--- src/rtl/sail_read_line.sv ---
// sail_read_line: assembles an incoming byte stream into lines for Sail line-read builtins.
//
// One line is buffered at a time. Bytes are accepted while collecting; a newline, reaching
// MAX_LEN stored bytes, or in_last completes the line, which is then held on out_line/out_len
// until the consumer takes it. The byte input is stalled while a completed line waits.
// After the final line (in_last) is delivered the block parks in a sticky EOF state.
//
// Build option:
//   SAIL_READ_LINE_CR_STRIP_EN - when defined, accepted 0x0D bytes are discarded
//                                (still honour in_last); otherwise 0x0D is stored.
//
// Ports:
//   clk, rst_n       clock, asynchronous active-low reset
//   in_valid/in_data/in_last/out_ready       byte input handshake
//   out_line_valid/in_line_ready             line output handshake
//   out_line, out_len                        line bytes (byte i at [8i+7:8i]) and length
//   out_truncated, out_line_eof              line ended on MAX_LEN / is the final line
//   out_eof, out_line_count                  sticky end-of-input, delivered-line counter
module sail_read_line #(
    parameter int unsigned MAX_LEN = 64,
    localparam int unsigned LEN_W = $clog2(MAX_LEN + 1)
) (
    input  logic                 clk,
    input  logic                 rst_n,
    input  logic                 in_valid,
    input  logic [7:0]           in_data,
    input  logic                 in_last,
    output logic                 out_ready,
    output logic                 out_line_valid,
    input  logic                 in_line_ready,
    output logic [MAX_LEN*8-1:0] out_line,
    output logic [LEN_W-1:0]     out_len,
    output logic                 out_truncated,
    output logic                 out_line_eof,
    output logic                 out_eof,
    output logic [15:0]          out_line_count
);

    typedef enum logic [1:0] {StCollect, StFull, StEof} state_e;

    state_e               r_state;
    logic [MAX_LEN*8-1:0] r_buf;
    logic [LEN_W-1:0]     r_len;
    logic                 r_trunc;
    logic                 r_eof_pending;
    logic [15:0]          r_count;

    logic             w_is_nl;
    logic             w_is_cr;
    logic             w_store;
    logic             w_hit_max;
    logic             w_complete;
    logic [LEN_W-1:0] w_len_inc;

    assign w_is_nl = (in_data == 8'h0A);
`ifdef SAIL_READ_LINE_CR_STRIP_EN
    assign w_is_cr = (in_data == 8'h0D);
`else
    assign w_is_cr = 1'b0;
`endif
    assign w_store    = !w_is_nl && !w_is_cr;
    assign w_len_inc  = r_len + 1'b1;
    assign w_hit_max  = w_store && (w_len_inc == LEN_W'(MAX_LEN));
    assign w_complete = w_is_nl || w_hit_max || in_last;

    always_ff @(posedge clk or negedge rst_n) begin
        if (!rst_n) begin
            r_state       <= StCollect;
            r_buf         <= '0;
            r_len         <= '0;
            r_trunc       <= 1'b0;
            r_eof_pending <= 1'b0;
            r_count       <= '0;
        end else begin
            unique case (r_state)
                StCollect: begin
                    if (in_valid) begin
                        if (w_store) begin
                            r_buf[int'(r_len)*8 +: 8] <= in_data;
                            r_len                     <= w_len_inc;
                        end
                        if (w_complete) begin
                            r_state       <= StFull;
                            r_trunc       <= w_hit_max;
                            r_eof_pending <= in_last;
                        end
                    end
                end
                StFull: begin
                    if (in_line_ready) begin
                        // Clearing here keeps bytes beyond out_len at zero for the next line.
                        r_buf   <= '0;
                        r_len   <= '0;
                        r_trunc <= 1'b0;
                        r_count <= r_count + 16'd1;
                        r_state <= r_eof_pending ? StEof : StCollect;
                    end
                end
                StEof: begin
                    r_state <= StEof;
                end
                default: begin
                    r_state <= StCollect;
                end
            endcase
        end
    end

    // Gated by rst_n so the byte input is not advertised while reset is held.
    assign out_ready      = rst_n && (r_state == StCollect);
    assign out_line_valid = (r_state == StFull);
    assign out_line       = r_buf;
    assign out_len        = r_len;
    assign out_truncated  = r_trunc;
    assign out_line_eof   = (r_state == StFull) && r_eof_pending;
    assign out_eof        = (r_state == StEof);
    assign out_line_count = r_count;

endmodule

--- config.mk ---
export PLATFORM = sky130hd
export DESIGN_NAME = sail_read_line
export DESIGN_NICKNAME = d
export VERILOG_FILES = /design/src/rtl/sail_read_line.sv
export SDC_FILE = /design/constraint.sdc
export NUM_CORES = 1
export LEC_CHECK = 0
export ABC_CLOCK_PERIOD_IN_PS = 3500
export CORE_UTILIZATION = 45
export CTS_CLUSTER_SIZE = 30
export DETAILED_ROUTE_END_ITERATION = 12
export GPL_TIMING_DRIVEN = 0
export HOLD_SLACK_MARGIN = 0.12
export PLACE_DENSITY = 0.76
export SETUP_SLACK_MARGIN = 0.15
export SLEW_MARGIN = 10
export SYNTH_ARGS = -nofsm -noshare
export SYNTH_HDL_FRONTEND = slang
export SYNTH_SLANG_ARGS = --single-unit
--- constraint.sdc ---
create_clock -name clk -period 3.5 [get_ports clk]
set_input_delay 0.875 -clock clk [delete_from_list [all_inputs] [get_ports clk]]
set_output_delay 0.875 -clock clk [all_outputs]
set_load 0.005 [all_outputs]
Word-level counts from Yosys, hierarchy flattened
Index checks and enable logic that the tools add are counted.
{ "totals": {"mem_bits_rw": 0, "regBits": 539, "memories": 0, "mem_bits_ro": 0, "input_bits": 13, "latchBits": 0, "output_inout_bits": 540, "word_cells": 50} }
{ "op_classes": {"n_shift": 2, "n_mux": 18, "n_lt_le_gt_ge": 0, "n_addsub": 3, "reduce_logical": 13, "bitwise": 0, "n_div": 0, "n_mul": 0, "eq_ne": 8} }
{ "op_table": {"columns": ["op", "n"], "rows": [
  ["512-bit 2-to-1 mux", 3],
  ["512-bit one-hot mux with 2 select lines", 1],
  ["512-bit bitwise mux", 1],
  ["8-bit by 33-bit variable shift with 512-bit output (first input constant)", 1],
  ["8-bit by 33-bit indexed part select with 512-bit output", 1],
  ["10-bit negation with 33-bit output", 1],
  ["7-bit 2-to-1 mux", 3],
  ["16-bit by 1-bit adder with 16-bit output (second input constant)", 1],
  ["7-bit one-hot mux with 2 select lines", 1],
  ["8-bit by 4-bit == test with 1-bit output (second input constant)", 1],
  ["2-bit 2-to-1 mux", 4],
  ["4-bit AND reduction", 2],
  ["7-bit by 1-bit adder with 7-bit output (second input constant)", 1],
  ["7-bit == test (second input constant)", 1],
  ["2-bit != test (second input constant)", 3],
  ["2-bit one-hot mux with 3 select lines", 1],
  ["3-bit AND reduction", 2],
  ["1-bit logical AND", 3],
  ["1-bit 2-to-1 mux", 3],
  ["2-bit by 1-bit == test with 1-bit output (second input constant)", 1],
  ["2-bit == test (second input constant)", 1],
  ["2-bit zero test", 1],
  ["1-bit logical OR", 2],
  ["2-bit by 1-bit != test with 1-bit output (second input constant)", 1],
  ["other kinds (4)", 4]
]} }

Logic depth before layout (Yosys ltp)
Gate-level depths: netlist of run 1.
{ "depth": {"ltp_word": 8, "ltp_mapped": 15, "mapped_depth_nobuf": 10} }

Least setup slack after synthesis of run 1
No wires, ideal clock.
{ "synth_timing": {"path_kind": "reg2reg", "from": "reg r_len[0] (netlist: out_len[0])", "to": "reg r_buf[312] (netlist: out_line[312])", "stages_incl_launch_ff": 16, "setup_time_ns": 0.121, "path_buffers": 6, "period_less_slack_ns": 3.491, "setup_slack_ns": 0.009, "arrival_ns": 3.370, "required_ns": 3.379, "cell_sequence": "dfrtp_1 buf_2 buf_2 inv_1 ha_1 buf_2 nor2b_1 and3_1 ha_1 clkbuf_1 or3b_2 clkbuf_1 nor4_1 clkbuf_1 a21oi_2 a22o_1"} }
{ "synth_between": {"elab_chain_len": 6, "word_cells_on_any_way": 7, "classes_between": "1 x add/sub; 2 x shift; 4 x mux"} }
{ "synth_rtl": {"columns": ["item", "line_no", "source"], "rows": [
  ["from (decl)", "43", "logic [LEN_W-1:0] r_len;"],
  ["from (signal assigned)", "80", "r_len <= w_len_inc;"],
  ["10-bit negation with 33-bit output *", "79", "r_buf[int'(r_len)*8 +: 8] <= in_data;"],
  ["8-bit by 33-bit indexed part select with 512-bit output or 8-bit by 33-bit variable shift with 512-bit output (tied branches)", "79", null],
  ["512-bit bitwise mux *", "79", null],
  ["512-bit 2-to-1 mux *", "78", "if (w_store) begin"],
  ["512-bit 2-to-1 mux *", "77", "if (in_valid) begin"],
  ["512-bit one-hot mux with 2 select lines *", "75", "unique case (r_state)"],
  ["to (signal, indexed assignment)", "79", null],
  ["to (decl)", "42", "logic [MAX_LEN*8-1:0] r_buf;"]
]} }
Mark *: on every way between the ends. The rest lies on a longest branch, timed or not. The select of a mux whose other input is x is not followed.
A chain may end at the register's enable or synchronous reset.

Worst setup path in the final report of run 1
{ "layout_timing": {"from": "reg r_state[1]", "to": "out out_line_eof"} }
{ "layout_between": {"elab_chain_len": 2} }
{ "layout_rtl": {"columns": ["item", "line_no", "source"], "rows": [
  ["from (decl)", "41", "state_e r_state;"],
  ["from (signal assigned)", "68", "r_state <= StCollect;"],
  ["from (signal assigned)", "83", "r_state <= StFull;"],
  ["from (signal assigned)", "96", "r_state <= r_eof_pending ? StEof : StCollect;"],
  ["2-bit by 1-bit == test with 1-bit output", "115", "assign out_line_eof = (r_state == StFull) && r_eof_pending;"],
  ["1-bit logical AND", "115", null],
  ["to (decl)", "34", "output logic out_line_eof,"]
]} }
No other way between the ends.

==> qor_table.md, run 1 <==
| Result | This run | Unit |
|---|---|---|
| Number of distinct standard cells referenced by the synthesized netlist | 71 | - |
| Gpl congestion | 0.935 | - |
| Total negative setup slack | 0 | ns |
| Worst reg-to-reg setup slack | 0.18 | ns |
| Pins Over Slew Limit | 0 | - |
| Worst min-delay path category | primary input to async pin | - |
| Die span in y | 224 | um |
| Largest net degree at the start of global routing | 118 | - |
| Total vias in the final route | 20100 | - |
| Portion of total power attributed to combinational logic | 34.5 | % |
| Share of async-settable or async-resettable flops after synthesis | 100 | % |
| Number of nets in the finished design | 2633 | - |
| Library cell used as clock root buffer | sky130_fd_sc_hd__clkbuf_16 | - |
| Kind of end point of the critical path | output port | - |
| Data arrival time of the worst path | 2.47 | ns |
| Critical setup path kind | flip-flop to output port | - |
| Destination of the worst register-to-register timing path | out_line[134] | - |
| Ys flop type | sky130_fd_sc_hd__dfrtp_1 | - |
| Maximum vdd drop | 0.000383 | V |
| Antenna violations before repair | 2 | - |
| Total track usage | 35.7 | % |
| Total Power Consumption | 20300 | uW |
| Worst-case clock buffer depth | 3 | - |
| Flops & latches, synth | 539 | - |
| Smallest setup slack after layout | 0.159 | ns |
| Number of nets produced by synthesis | 1955 | - |
| Ratio of final minimum period to clock period | 95.4 | % |
| Global-route wire length before repair | 132000 | um |
| Yosys top cell by area | sky130_fd_sc_hd__dfrtp_1 | - |
| Area of the core | 48000 | sq um |
| Cell types with the largest area share after synthesis | sky130_fd_sc_hd__dfrtp_1, sky130_fd_sc_hd__a22o_1, sky130_fd_sc_hd__nand2_1 | - |
| Length in cells of the worst reg-to-reg path | 10 | - |
| DR vias/cell | 6.12 | - |
| Initial detailed-routing violation count | 1770 | - |
| Final wirelength | 90500 | um |
| Most numerous cell types in the synthesized netlist | sky130_fd_sc_hd__dfrtp_1, sky130_fd_sc_hd__nand2_1, sky130_fd_sc_hd__a22o_1 | - |
| Max-cap violation count | 0 | - |
| Clock latency on the worst-skew pair | 0.62 | ns |
| Pint | 12800 | uW |
| Achievable Freq | 0.299 | GHz |
| Post-DRT Antenna Nets | 0 | - |
| Worst clock skew | 0.0162 | ns |
| Share of layout cells above drive strength 1 | 13.9 | % |
| Filler cell count in the final layout | 3589 | - |
| Placed wire-length estimate after detailed placement | 63300 | um |
| CP startpoint kind | flip-flop | - |
| Leak pwr | 0.0136 | uW |
| Yosys warnings | 0 | - |
| Vias in the first global route | 19900 | - |
| Area share of the largest cell type after synthesis | 61.1 | % |
| Power share of the sequential group | 34.8 | % |
| Most common cell in the synthesized netlist | sky130_fd_sc_hd__dfrtp_1 | - |
| Remaining max-slew budget at the tightest pin | 15.4 | % |
| Startpoint of the worst register-to-register path | out_len[1] | - |
| Area Overhead vs Synth | 45.6 | % |
| CTS tree | built | - |
| Average cell area after synthesis | 11.4 | sq um |
| Shortest period the worst path allows | 3.34 | ns |
| Floorplan die area | 50000 | sq um |
| Result of the run | complete, no violations | - |
| Place WS | -1.09 | ns |
| DRC violations left | 0 | - |
| Setup repair after global routing missed its margin | yes | - |
| Row Count | 80 | - |
| EDFF count, synth | 0 | - |
| Part of the power in the clock network | 30.7 | % |
| Width of the die | 224 | um |
| Pin slew with the least headroom to its limit | 1.27 | ns |
| Switch Pwr | 7500 | uW |
| Top Ports | 553 | - |
| CP required | 2.62 | ns |
| IO Port Bufs | 551 | - |
| Sequential element share of the synthesized area | 61.1 | % |
| H-tree lvl count | 2 | - |
| Remaining global-route overflow | 0 | - |
| Synthesized cell area | 22100 | sq um |
| Number of buffers added by the clock tree synthesis step | 55 | - |
| Mapped Cells | 1937 | - |
| Effective utilization at floorplan | 46.0 | % |
| Hold Vio Cnt, Final | 0 | - |
| Power density relative to cell area | 633 | nW/um^2 |
| CP Max Fanout | 8 | - |
| Average wire per standard cell | 27.6 | um |
| Number of setup violations in the final report | 0 | - |
| Net switching fraction of the power | 36.9 | % |
| Number of iterations in the first detailed-routing pass | 5 | - |
| Clock net sink count | 539 | - |
| Clock transition at the registers of the reported paths | 0.07 | ns |
sequential cells by signal, indices dropped and copies added (netlist names):
signal and cells:
r_state 2, out_line 512, out_line_count 16, r_eof_pending 1, out_truncated 1, out_len 7
power groups by stage:
| stage | clock, uW | sequential [uW] | combinational [uW] |
|---|---|---|---|
| floorplan | 0 | 7130 | 2860 |
| global placement | 0 | 7170 | 5520 |
| detailed placement | 0 | 7170 | 5650 |
| CTS | 6260 | 7060 | 6540 |
| global route | 6490 | 7110 | 7330 |
| finish | 6250 | 7070 | 7020 |
cells by family (layout without fill, tap and decap cells):
kind of cell,count (synthesis),in the layout,share of synthesized area [%]
AO/OA/AOI/OAI,528,528,17.7
XOR/XNOR,20,20,0.793
adder cells (fa/ha/maj),5,5,0.283
buffers and inverters,143,863,2.63
flip-flops,539,539,61.1
multiplexers,76,76,3.50
other,0,2,0
AND/OR/NAND/NOR,626,626,14.0
metal layers:
layer | GRT usage [%] | wire [um] | part of all wire, % | vias up
met5 | 0 | 0 | 0 | -
met4 | 15.6 | 4420 | 4.9 | 0
met3 | 9.52 | 8840 | 9.8 | 246
met2 | 56.8 | 42400 | 47 | 1161
met1 | 45.8 | 34800 | 38 | 10200
li1 | - | - | - | 8419
worst max-delay path by stage:
stage	startpoint	endpoint	slack, ns	cells after the start
after global placement	rst_n	out_line[177]	-21.17	1
after floorplan	out_len[0]	out_line[56]	0.1	14
after detailed placement	out_len[0]	out_line[502]	-1.09	14
final	r_state[1]	out_line_eof	0.16	4
after CTS	out_len[0]	out_line[482]	0.08	14
after global routing	out_len[0]	out_line[388]	0.09	11
final cells by class:
class | instances | area (sq um) | share of cell area [%]
Clock buffer | 78 | 1610 | 4.99
Timing Repair Buffer | 625 | 6480 | 20.2
Sequential cell | 539 | 13500 | 42.0
Clock inverter | 21 | 294 | 0.915
Tap cell | 615 | 769 | 2.39
Multi-Input combinational cell | 1255 | 8810 | 27.4
Buffer | 124 | 633 | 1.97
Inverter | 15 | 56.3 | 0.175
Antenna cell | 2 | 5.00 | 0.0156
through the flow:
step	area, sq um	hold WS (ns)	utilization [%]	cells
after floorplan	22100	0.468	-	1937
after global placement	28400	0.464	59.1	3103
after detailed placement	28600	0.474	59.4	3109
after CTS	31800	0.120	66.2	3262
after global routing	32100	0.241	66.9	3272
final	32100	0.230	66.9	3274
cells in the final DEF (no fill, tap or decap), types with 11 or more instances in the layout:
| master | count |
|---|---|
| sky130_fd_sc_hd__clkbuf_2 | 15 |
| sky130_fd_sc_hd__a2bb2o_1 | 16 |
| sky130_fd_sc_hd__o211ai_1 | 13 |
| sky130_fd_sc_hd__nand3_1 | 88 |
| sky130_fd_sc_hd__nor4_4 | 14 |
| sky130_fd_sc_hd__nor2_1 | 17 |
| sky130_fd_sc_hd__nor2_4 | 23 |
| sky130_fd_sc_hd__clkbuf_1 | 71 |
| sky130_fd_sc_hd__nand4_1 | 14 |
| sky130_fd_sc_hd__nor2b_1 | 11 |
| sky130_fd_sc_hd__xnor2_1 | 15 |
| sky130_fd_sc_hd__o21ai_0 | 108 |
| sky130_fd_sc_hd__buf_2 | 23 |
| sky130_fd_sc_hd__nor3_4 | 13 |
| sky130_fd_sc_hd__inv_1 | 14 |
| sky130_fd_sc_hd__nand2_1 | 336 |
| sky130_fd_sc_hd__buf_4 | 53 |
| sky130_fd_sc_hd__clkbuf_8 | 11 |
| sky130_fd_sc_hd__a21oi_4 | 16 |
| sky130_fd_sc_hd__o22ai_1 | 86 |
| sky130_fd_sc_hd__a21oi_2 | 18 |
| sky130_fd_sc_hd__dfrtp_1 | 538 |
| sky130_fd_sc_hd__clkdlybuf4s50_1 | 547 |
| sky130_fd_sc_hd__o2bb2ai_1 | 25 |
| sky130_fd_sc_hd__buf_12 | 14 |
| sky130_fd_sc_hd__clkbuf_16 | 58 |
| sky130_fd_sc_hd__a22o_1 | 215 |
| sky130_fd_sc_hd__mux2i_1 | 71 |
worst max-delay path, cell delays in order (launching register included):
cell and delay (ns):
sky130_fd_sc_hd__dfrtp_1 0.44, sky130_fd_sc_hd__nand2b_1 0.26, sky130_fd_sc_hd__clkinv_1 0.36, sky130_fd_sc_hd__and2_1 0.30
sky130_fd_sc_hd__clkdlybuf4s50_1 0.50
what timing repair did:
| action | in CTS | in global routing |
|---|---|---|
| buffers inserted | 51 | 10 |
| endpoints found under the hold margin | 0 | 51 |
| hold buffers | 0 | 2 |
| resized for setup | 169 | 66 |
| endpoints found under the setup margin | 513 | 514 |
| pin swaps | 38 | 9 |
| cloned | 4 | 1 |
Power figures use the tool's default switching activity.
==> inputs of run 2 (changes only) <==
--- a/config.mk
+++ b/config.mk
@@ -7,6 +7,7 @@
 export LEC_CHECK = 0
 export ABC_CLOCK_PERIOD_IN_PS = 3500
 export CORE_UTILIZATION = 45
+export CTS_BUF_LIST = sky130_fd_sc_hd__clkbuf_16
 export CTS_CLUSTER_SIZE = 30
 export DETAILED_ROUTE_END_ITERATION = 12
 export GPL_TIMING_DRIVEN = 0
==> run 2 against run 1 <==
Worst setup slack improved by 0.076 ns. Combinational power down 0.6%. Via count rose by 0.12%.
==> qor_table.md, run 2 (synthesis gave the netlist of run 1 again) <==
| Result | This run | Unit | Delta |
|---|---|---|---|
| Setup repair after global routing missed its margin | yes | - |  |
| Top library cells by usage in the layout, fill and taps aside | sky130_fd_sc_hd__clkdlybuf4s50_1, sky130_fd_sc_hd__dfrtp_1, sky130_fd_sc_hd__nand2_1, sky130_fd_sc_hd__a22o_1, sky130_fd_sc_hd__o21ai_0 | - |  |
| Kind of end point of the critical path | flip-flop | - |  |
| CP required | 3.96 | ns | +1.34 ns |
| IO Port Bufs | 551 | - | unchanged |
| Worst-case clock buffer depth | 3 | - | unchanged |
| CP startpoint kind | flip-flop | - |  |
| Average wire per standard cell | 27.7 | um | +0.33% |
| Total placed instance area | 28600 | sq um | unchanged |
| Clock net sink count | 539 | - | unchanged |
| Achievable Freq | 0.306 | GHz | +2.3% |
| Area of the core | 48000 | sq um | unchanged |
| CTS tree | built | - |  |
| Library cell used as clock root buffer | sky130_fd_sc_hd__clkbuf_16 | - |  |
| Destination of the worst register-to-register timing path | out_line[200] | - |  |
| Startpoint of the worst register-to-register path | out_len[0] | - |  |
| Worst min-delay path category | primary input to async pin | - |  |
| Worst path buffer plus inverter count | 6 | - | +4 |
| Largest net degree at the start of global routing | 118 | - | unchanged |
| Final wirelength | 90600 | um | +0.18% |
| Data arrival time of the worst path | 3.73 | ns | +1.26 ns |
| Gpl congestion | 0.935 | - | unchanged |
| Worst clock skew | 0.0118 | ns | -0.00440 ns |
| Length in cells of the worst reg-to-reg path | 15 | - | +5 |
| Ratio of final minimum period to clock period | 93.3 | % | -2.2 points |
| H-tree lvl count | 2 | - | unchanged |
| Cells along the critical path | buf_6, buf_12, inv_1, ha_1, buf_4, nor2b_2, and3_4, ha_4, nor2b_4, mux2i_4, nor4_4, buf_6, and2_0, clkbuf_2, o21ai_0 | - |  |
| Total Power Consumption | 20000 | uW | -1.5% |
| Remaining max-slew budget at the tightest pin | 13.1 | % | -2.3 points |
| Number of nets in the finished design | 2628 | - | -0.19% |
| Hold Vio Cnt, Final | 0 | - | unchanged |
| Initial detailed-routing violation count | 1884 | - | +6.4% |
| Total track usage | 35.7 | % | about the same |
| Area Overhead vs Synth | 44.6 | % |  |
| Vias in the first global route | 19900 | - | -0.095% |
| Remaining global-route overflow | 0 | - | unchanged |
| DRC violations left | 0 | - | unchanged |
| Layout Cell Area excl Fill | 31900 | sq um | -0.68% |
| Pins Over Slew Limit | 0 | - | unchanged |
| Worst reg-to-reg setup slack | 0.24 | ns | +0.06 ns |
| Result of the run | complete, no violations | - |  |
| Critical setup path kind | flip-flop to flip-flop | - |  |
| Maximum vdd drop | 0.000383 | V | +0.11% |
| Number of iterations in the first detailed-routing pass | 5 | - | unchanged |
| Width of the die | 224 | um | unchanged |
| Effective utilization at floorplan | 46.0 | % | unchanged |
| Floorplan die area | 50000 | sq um | unchanged |
| Global-route wire length before repair | 132000 | um | about the same |
| Power density relative to cell area | 628 | nW/um^2 | -0.79% |
| Number of setup violations in the final report | 0 | - | unchanged |
| Max-cap violation count | 0 | - | unchanged |
| Shortest period the worst path allows | 3.26 | ns | -0.0759 ns |
| Critical path's slowest cell | sky130_fd_sc_hd__nor4_4 | - |  |
| Post-DRT Antenna Nets | 0 | - | unchanged |
| DR vias/cell | 6.14 | - | +0.27% |
| Critical path's largest stage delay | 0.39 | ns | -0.11 ns |
| Placed wire-length estimate after detailed placement | 63300 | um | unchanged |
| Leak pwr | 0.0135 | uW | -0.51% |
| Post-route core utilization | 66.4 | % | -0.45 points |
| Clock transition at the registers of the reported paths | 0.07 | ns | about the same |
| Die span in y | 224 | um | unchanged |
| Pin slew with the least headroom to its limit | 1.30 | ns | +0.0344 ns |
| Delay-heaviest family, CP | simple AND/OR/NAND/NOR gates | - |  |
| Total vias in the final route | 20100 | - | +0.12% |
| Top Ports | 553 | - | unchanged |
| Most frequent cell on the critical path | sky130_fd_sc_hd__buf_6 | - |  |
| Share of layout cells above drive strength 1 | 13.1 | % | -0.77 points |
| Antenna violations before repair | 3 | - | +1 |
| Clock latency on the worst-skew pair | 0.61 | ns | about the same |
| Number of buffers added by the clock tree synthesis step | 55 | - | unchanged |
| CP Max Fanout | 10 | - | +2 |
| Number of flip-flops in the largest register | 512 | - | unchanged |
| Row Count | 80 | - | unchanged |
| Leading cell type in the layout, fill and taps excluded | sky130_fd_sc_hd__clkdlybuf4s50_1 | - |  |
-- run 2: cell type report --
class,count,area [sq um]
Clock inverter,42,373
Timing Repair Buffer,618,6390
Antenna cell,2,5.00
Clock buffer,57,1430
Inverter,15,56.3
Buffer,126,651
Tap cell,615,769
Multi-Input combinational cell,1255,8770
Fill cell,3620,16100
Sequential cell,539,13500
-- run 2: worst register-to-register path, cell delays in order (launching register included) --
cell                       delay, ns
sky130_fd_sc_hd__dfrtp_1        0.36
sky130_fd_sc_hd__buf_6          0.11
sky130_fd_sc_hd__buf_12         0.13
sky130_fd_sc_hd__inv_1          0.05
sky130_fd_sc_hd__ha_1           0.18
sky130_fd_sc_hd__buf_4          0.17
sky130_fd_sc_hd__nor2b_2        0.18
sky130_fd_sc_hd__and3_4         0.18
sky130_fd_sc_hd__ha_4           0.30
sky130_fd_sc_hd__nor2b_4        0.20
sky130_fd_sc_hd__mux2i_4        0.15
sky130_fd_sc_hd__nor4_4         0.39
sky130_fd_sc_hd__buf_6          0.21
sky130_fd_sc_hd__and2_0         0.14
sky130_fd_sc_hd__clkbuf_2       0.20
sky130_fd_sc_hd__o21ai_0        0.16
-- run 2: layer usage --
metal	wire length [um]	track usage, %	part of all wire (%)
met1	34400	45.8	38
met4	4470	16.2	4.9
met5	0	0	0
met3	9310	9.61	10
met2	42500	56.5	47
-- run 2: worst max-delay path by stage --
stage / to / slack, ns / from / cells after the start
after global routing: out_line[200] / 0.1 / out_len[0] / 15
after global placement: out_line[177] / -21.17 / rst_n / 1
after floorplan: out_line[56] / 0.1 / out_len[0] / 14
after CTS: out_line[58] / 0.12 / out_len[0] / 14
after detailed placement: out_line[502] / -1.09 / out_len[0] / 14
final: out_line[200] / 0.24 / out_len[0] / 15
-- run 2: per-stage QoR --
step,hold WS (ns),setup WS [ns],instances,TNS (ns)
floorplan,0.468,0.0966,1937,0
global placement,0.464,-21.17,3103,-
detailed placement,0.474,-1.09,3109,-313.83
CTS,0.123,0.123,3256,0
global route,0.249,0.0992,3267,0
finish,0.237,0.235,3269,0
-- run 2: timing repair --
action	CTS	global route
hold buffers	1	2
endpoints found under the setup margin	513	494
setup buffers	45	8
gates resized for setup	171	50
cloned	4	1
hold endpoints to repair	1	50
pin swaps	31	7
-- run 2: power by group --
group          total [uW]  internal [uW]  leakage [uW]  switching, uW
registers            7070           6710       0.00750            357
logic                6980           2420       0.00512           4560
clock network        5990           3450      0.000916           2550
==> inputs of run 3 (changes only) <==
--- a/config.mk
+++ b/config.mk
@@ -10,9 +10,10 @@
 export CTS_BUF_LIST = sky130_fd_sc_hd__clkbuf_16
 export CTS_CLUSTER_SIZE = 30
 export DETAILED_ROUTE_END_ITERATION = 12
+export GPL_ROUTABILITY_DRIVEN = 0
 export GPL_TIMING_DRIVEN = 0
 export HOLD_SLACK_MARGIN = 0.12
-export PLACE_DENSITY = 0.76
+export PLACE_DENSITY = 0.77
 export SETUP_SLACK_MARGIN = 0.15
 export SLEW_MARGIN = 10
 export SYNTH_ARGS = -nofsm -noshare
==> run 3 against run 2 <==
Wire length shrank 0.11%. Sequential power barely moved. Maximum frequency decreased by 2.3%. Design area grew 0.62%. Final cell count increased by 0.34%. Die area stayed put. Worst setup slack worse by 0.077 ns. Sequential cell count stayed put. Register-to-register slack worse by 0.08 ns. Worst hold slack got worse by 0.011 ns. Global-route usage hardly changed. Largest cell class unchanged.
==> qor_table.md, run 3 (synthesis gave the netlist of run 1 again) <==
| Result | This run | Unit | Delta |
|---|---|---|---|
| Result of the run | complete, no violations | - |  |
| Area of the core | 48000 | sq um | unchanged |
| Library cell used as clock root buffer | sky130_fd_sc_hd__clkbuf_16 | - |  |
| Width of the die | 224 | um | unchanged |
| Total track usage | 35.7 | % | about the same |
| CTS tree | built | - |  |
| Layout Cells excl Fill | 3280 | - | +0.34% |
| Worst-case clock buffer depth | 3 | - | unchanged |
| Count of inserted antenna diode cells | 0 | - | -2 |
| Critical path's slowest cell | sky130_fd_sc_hd__nor3_2 | - |  |
| DR vias/cell | 6.14 | - | about the same |
| Critical setup path kind | flip-flop to flip-flop | - |  |
| Worst clock skew | 0.0183 | ns | +0.00646 ns |
| CP Max Fanout | 10 | - | unchanged |
| Vias in the first global route | 19800 | - | -0.33% |
| Largest net degree at the start of global routing | 119 | - | +0.85% |
| Max-cap violation count | 0 | - | unchanged |
| Power density relative to cell area | 631 | nW/um^2 | +0.44% |
| Clock transition at the registers of the reported paths | 0.06 | ns | about the same |
| Placed wire-length estimate after detailed placement | 62700 | um | -0.93% |
| Number of setup violations in the final report | 0 | - | unchanged |
| Critical path's largest stage delay | 0.62 | ns | +0.23 ns |
| Pins Over Slew Limit | 0 | - | unchanged |
| Delay-heaviest family, CP | simple AND/OR/NAND/NOR gates | - |  |
| Antenna violations before repair | 1 | - | -2 |
| CP startpoint kind | flip-flop | - |  |
| Initial detailed-routing violation count | 2065 | - | +9.6% |
| CP required | 3.94 | ns | -0.02 ns |
| Total Power Consumption | 20300 | uW | +1.1% |
| Post-DRT Antenna Nets | 0 | - | unchanged |
| H-tree lvl count | 2 | - | unchanged |
| Total vias in the final route | 20100 | - | +0.34% |
| Hold Vio Cnt, Final | 0 | - | unchanged |
| Number of nets in the finished design | 2640 | - | +0.46% |
| Top Ports | 553 | - | unchanged |
| Total negative setup slack | 0 | ns | unchanged |
| Leading cell type in the layout, fill and taps excluded | sky130_fd_sc_hd__clkdlybuf4s50_1 | - |  |
| Data arrival time of the worst path | 3.79 | ns | +0.06 ns |
| Clock net sink count | 539 | - | unchanged |
| Row Count | 80 | - | unchanged |
| Floorplan die area | 50000 | sq um | unchanged |
| Global-route wire length before repair | 131000 | um | -0.51% |
| Number of iterations in the first detailed-routing pass | 8 | - | +3 |
| Leak pwr | 0.0137 | uW | +1.1% |
| Maximum vdd drop | 0.000457 | V | +19% |
| Setup repair after global routing missed its margin | yes | - |  |
| Top library cells by usage in the layout, fill and taps aside | sky130_fd_sc_hd__clkdlybuf4s50_1, sky130_fd_sc_hd__dfrtp_1, sky130_fd_sc_hd__nand2_1, sky130_fd_sc_hd__a22o_1, sky130_fd_sc_hd__o21ai_0 | - |  |
| Placed cell count | 3107 | - | -0.064% |
| Number of flip-flops in the largest register | 512 | - | unchanged |
| Effective utilization at floorplan | 46.0 | % | unchanged |
| Share of layout cells above drive strength 1 | 13.8 | % | +0.65 points |
| Remaining global-route overflow | 0 | - | unchanged |
| Cells along the critical path | buf_6, buf_8, inv_1, ha_1, clkbuf_4, nor2b_2, and3_4, ha_4, nand2_1, mux2i_4, buf_12, o21ai_4, nor3_2, o22ai_1 | - |  |
| Worst path buffer plus inverter count | 5 | - | -1 |
| Shortest period the worst path allows | 3.34 | ns | +0.0773 ns |
| IO Port Bufs | 551 | - | unchanged |
| Kind of end point of the critical path | flip-flop | - |  |
| DRC violations left | 0 | - | unchanged |
| Average wire per standard cell | 27.6 | um | -0.44% |
| Worst min-delay path category | primary input to async pin | - |  |
| Die span in y | 224 | um | unchanged |
| Achievable Freq | 0.299 | GHz | -2.3% |
| Clock latency on the worst-skew pair | 0.61 | ns | about the same |
| Remaining max-slew budget at the tightest pin | 21.7 | % | +8.6 points |
| Area Overhead vs Synth | 45.5 | % |  |
| Number of buffers added by the clock tree synthesis step | 55 | - | unchanged |
| Pin slew with the least headroom to its limit | 1.17 | ns | -0.129 ns |
| Ratio of final minimum period to clock period | 95.5 | % | +2.2 points |
| Final wirelength | 90500 | um | -0.11% |
-- run 3: cell count changes in the layout (fill, tap and decap cells not counted), moves of 4 or more --
| cell | previous run | this run |
|---|---|---|
| sky130_fd_sc_hd__nor2_4 | 17 | 21 |
| sky130_fd_sc_hd__a21oi_4 | 16 | 12 |
| sky130_fd_sc_hd__buf_12 | 11 | 16 |
| sky130_fd_sc_hd__nor2_2 | 15 | 11 |
| sky130_fd_sc_hd__a21oi_2 | 18 | 22 |
| sky130_fd_sc_hd__clkinvlp_4 | 4 | 0 |
| sky130_fd_sc_hd__buf_4 | 50 | 61 |
| sky130_fd_sc_hd__nand3_1 | 90 | 86 |
| sky130_fd_sc_hd__a2bb2o_2 | 0 | 4 |
| sky130_fd_sc_hd__a2bb2o_1 | 16 | 12 |
-- run 3: per-layer routing --
metal  track usage, %  share of wire, %  vias to the layer above
li1                 -                 -                     8441
met1             45.5                38                    10200
met2             56.1                46                     1216
met3             10.7                11                      263
met4             16.0               4.7                        2
met5                0             0.014                        -
-- run 3: layout make-up --
class | instances | area [sq um]
Tap cell | 615 | 769
Multi-Input combinational cell | 1255 | 8770
Fill cell | 3560 | 15900
Clock buffer | 57 | 1430
Clock inverter | 43 | 394
Inverter | 15 | 56.3
Timing Repair Buffer | 632 | 6570
Buffer | 124 | 642
Sequential cell | 539 | 13500
-- run 3: timing repair --
| item | CTS | global route |
|---|---|---|
| pin swaps | 34 | 14 |
| buffers inserted | 46 | 24 |
| hold endpoints to repair | 22 | 0 |
| gates cloned | 6 | 0 |
| endpoints found under the setup margin | 513 | 513 |
| hold buffers | 1 | 0 |
| resized for setup | 158 | 76 |
-- run 3: power by group --
part	leakage [uW]	internal, uW	switching, uW	total [uW]
registers	0.00750	6710	347	7060
logic	0.00525	2560	4640	7200
clock network	0.000941	3520	2490	6000
total	0.0137	12800	7470	20300
-- run 3: worst register-to-register path, cell delays in order (launching register included) --
cell and delay (ns):
sky130_fd_sc_hd__dfrtp_1 0.38, sky130_fd_sc_hd__buf_6 0.13, sky130_fd_sc_hd__buf_8 0.14, sky130_fd_sc_hd__inv_1 0.05
sky130_fd_sc_hd__ha_1 0.19, sky130_fd_sc_hd__clkbuf_4 0.17, sky130_fd_sc_hd__nor2b_2 0.18, sky130_fd_sc_hd__and3_4 0.18
sky130_fd_sc_hd__ha_4 0.29, sky130_fd_sc_hd__nand2_1 0.13, sky130_fd_sc_hd__mux2i_4 0.23, sky130_fd_sc_hd__buf_12 0.16
sky130_fd_sc_hd__o21ai_4 0.14, sky130_fd_sc_hd__nor3_2 0.62, sky130_fd_sc_hd__o22ai_1 0.20
-- run 3: final timing paths --
kind / startpoint / endpoint / slack [ns] / cells after the start
hold reg to reg: out_line[286] / out_line[286] / 0.49 / 1
hold / removal: rst_n / out_line[78] / 0.23 / 1
setup / recovery: out_len[0] / out_line[270] / 0.16 / 14
min in group clk: out_line[286] / out_line[286] / 0.49 / 1
max in group asynchronous: rst_n / out_line[504] / 1.77 / 2
setup reg to reg: out_len[0] / out_line[270] / 0.16 / 14
-- run 3: through the flow --
stage | hold WS [ns] | utilization (%) | cell area [sq um] | setup WS, ns
after CTS | 0.204 | 65.9 | 31700 | 0.104
final | 0.226 | 66.9 | 32100 | 0.158
after detailed placement | 0.474 | 59.3 | 28500 | -1.09
after floorplan | 0.468 | - | 22100 | 0.0966
after global placement | 0.462 | 59.1 | 28400 | -20.88
after global routing | 0.217 | 66.9 | 32100 | 0.0633
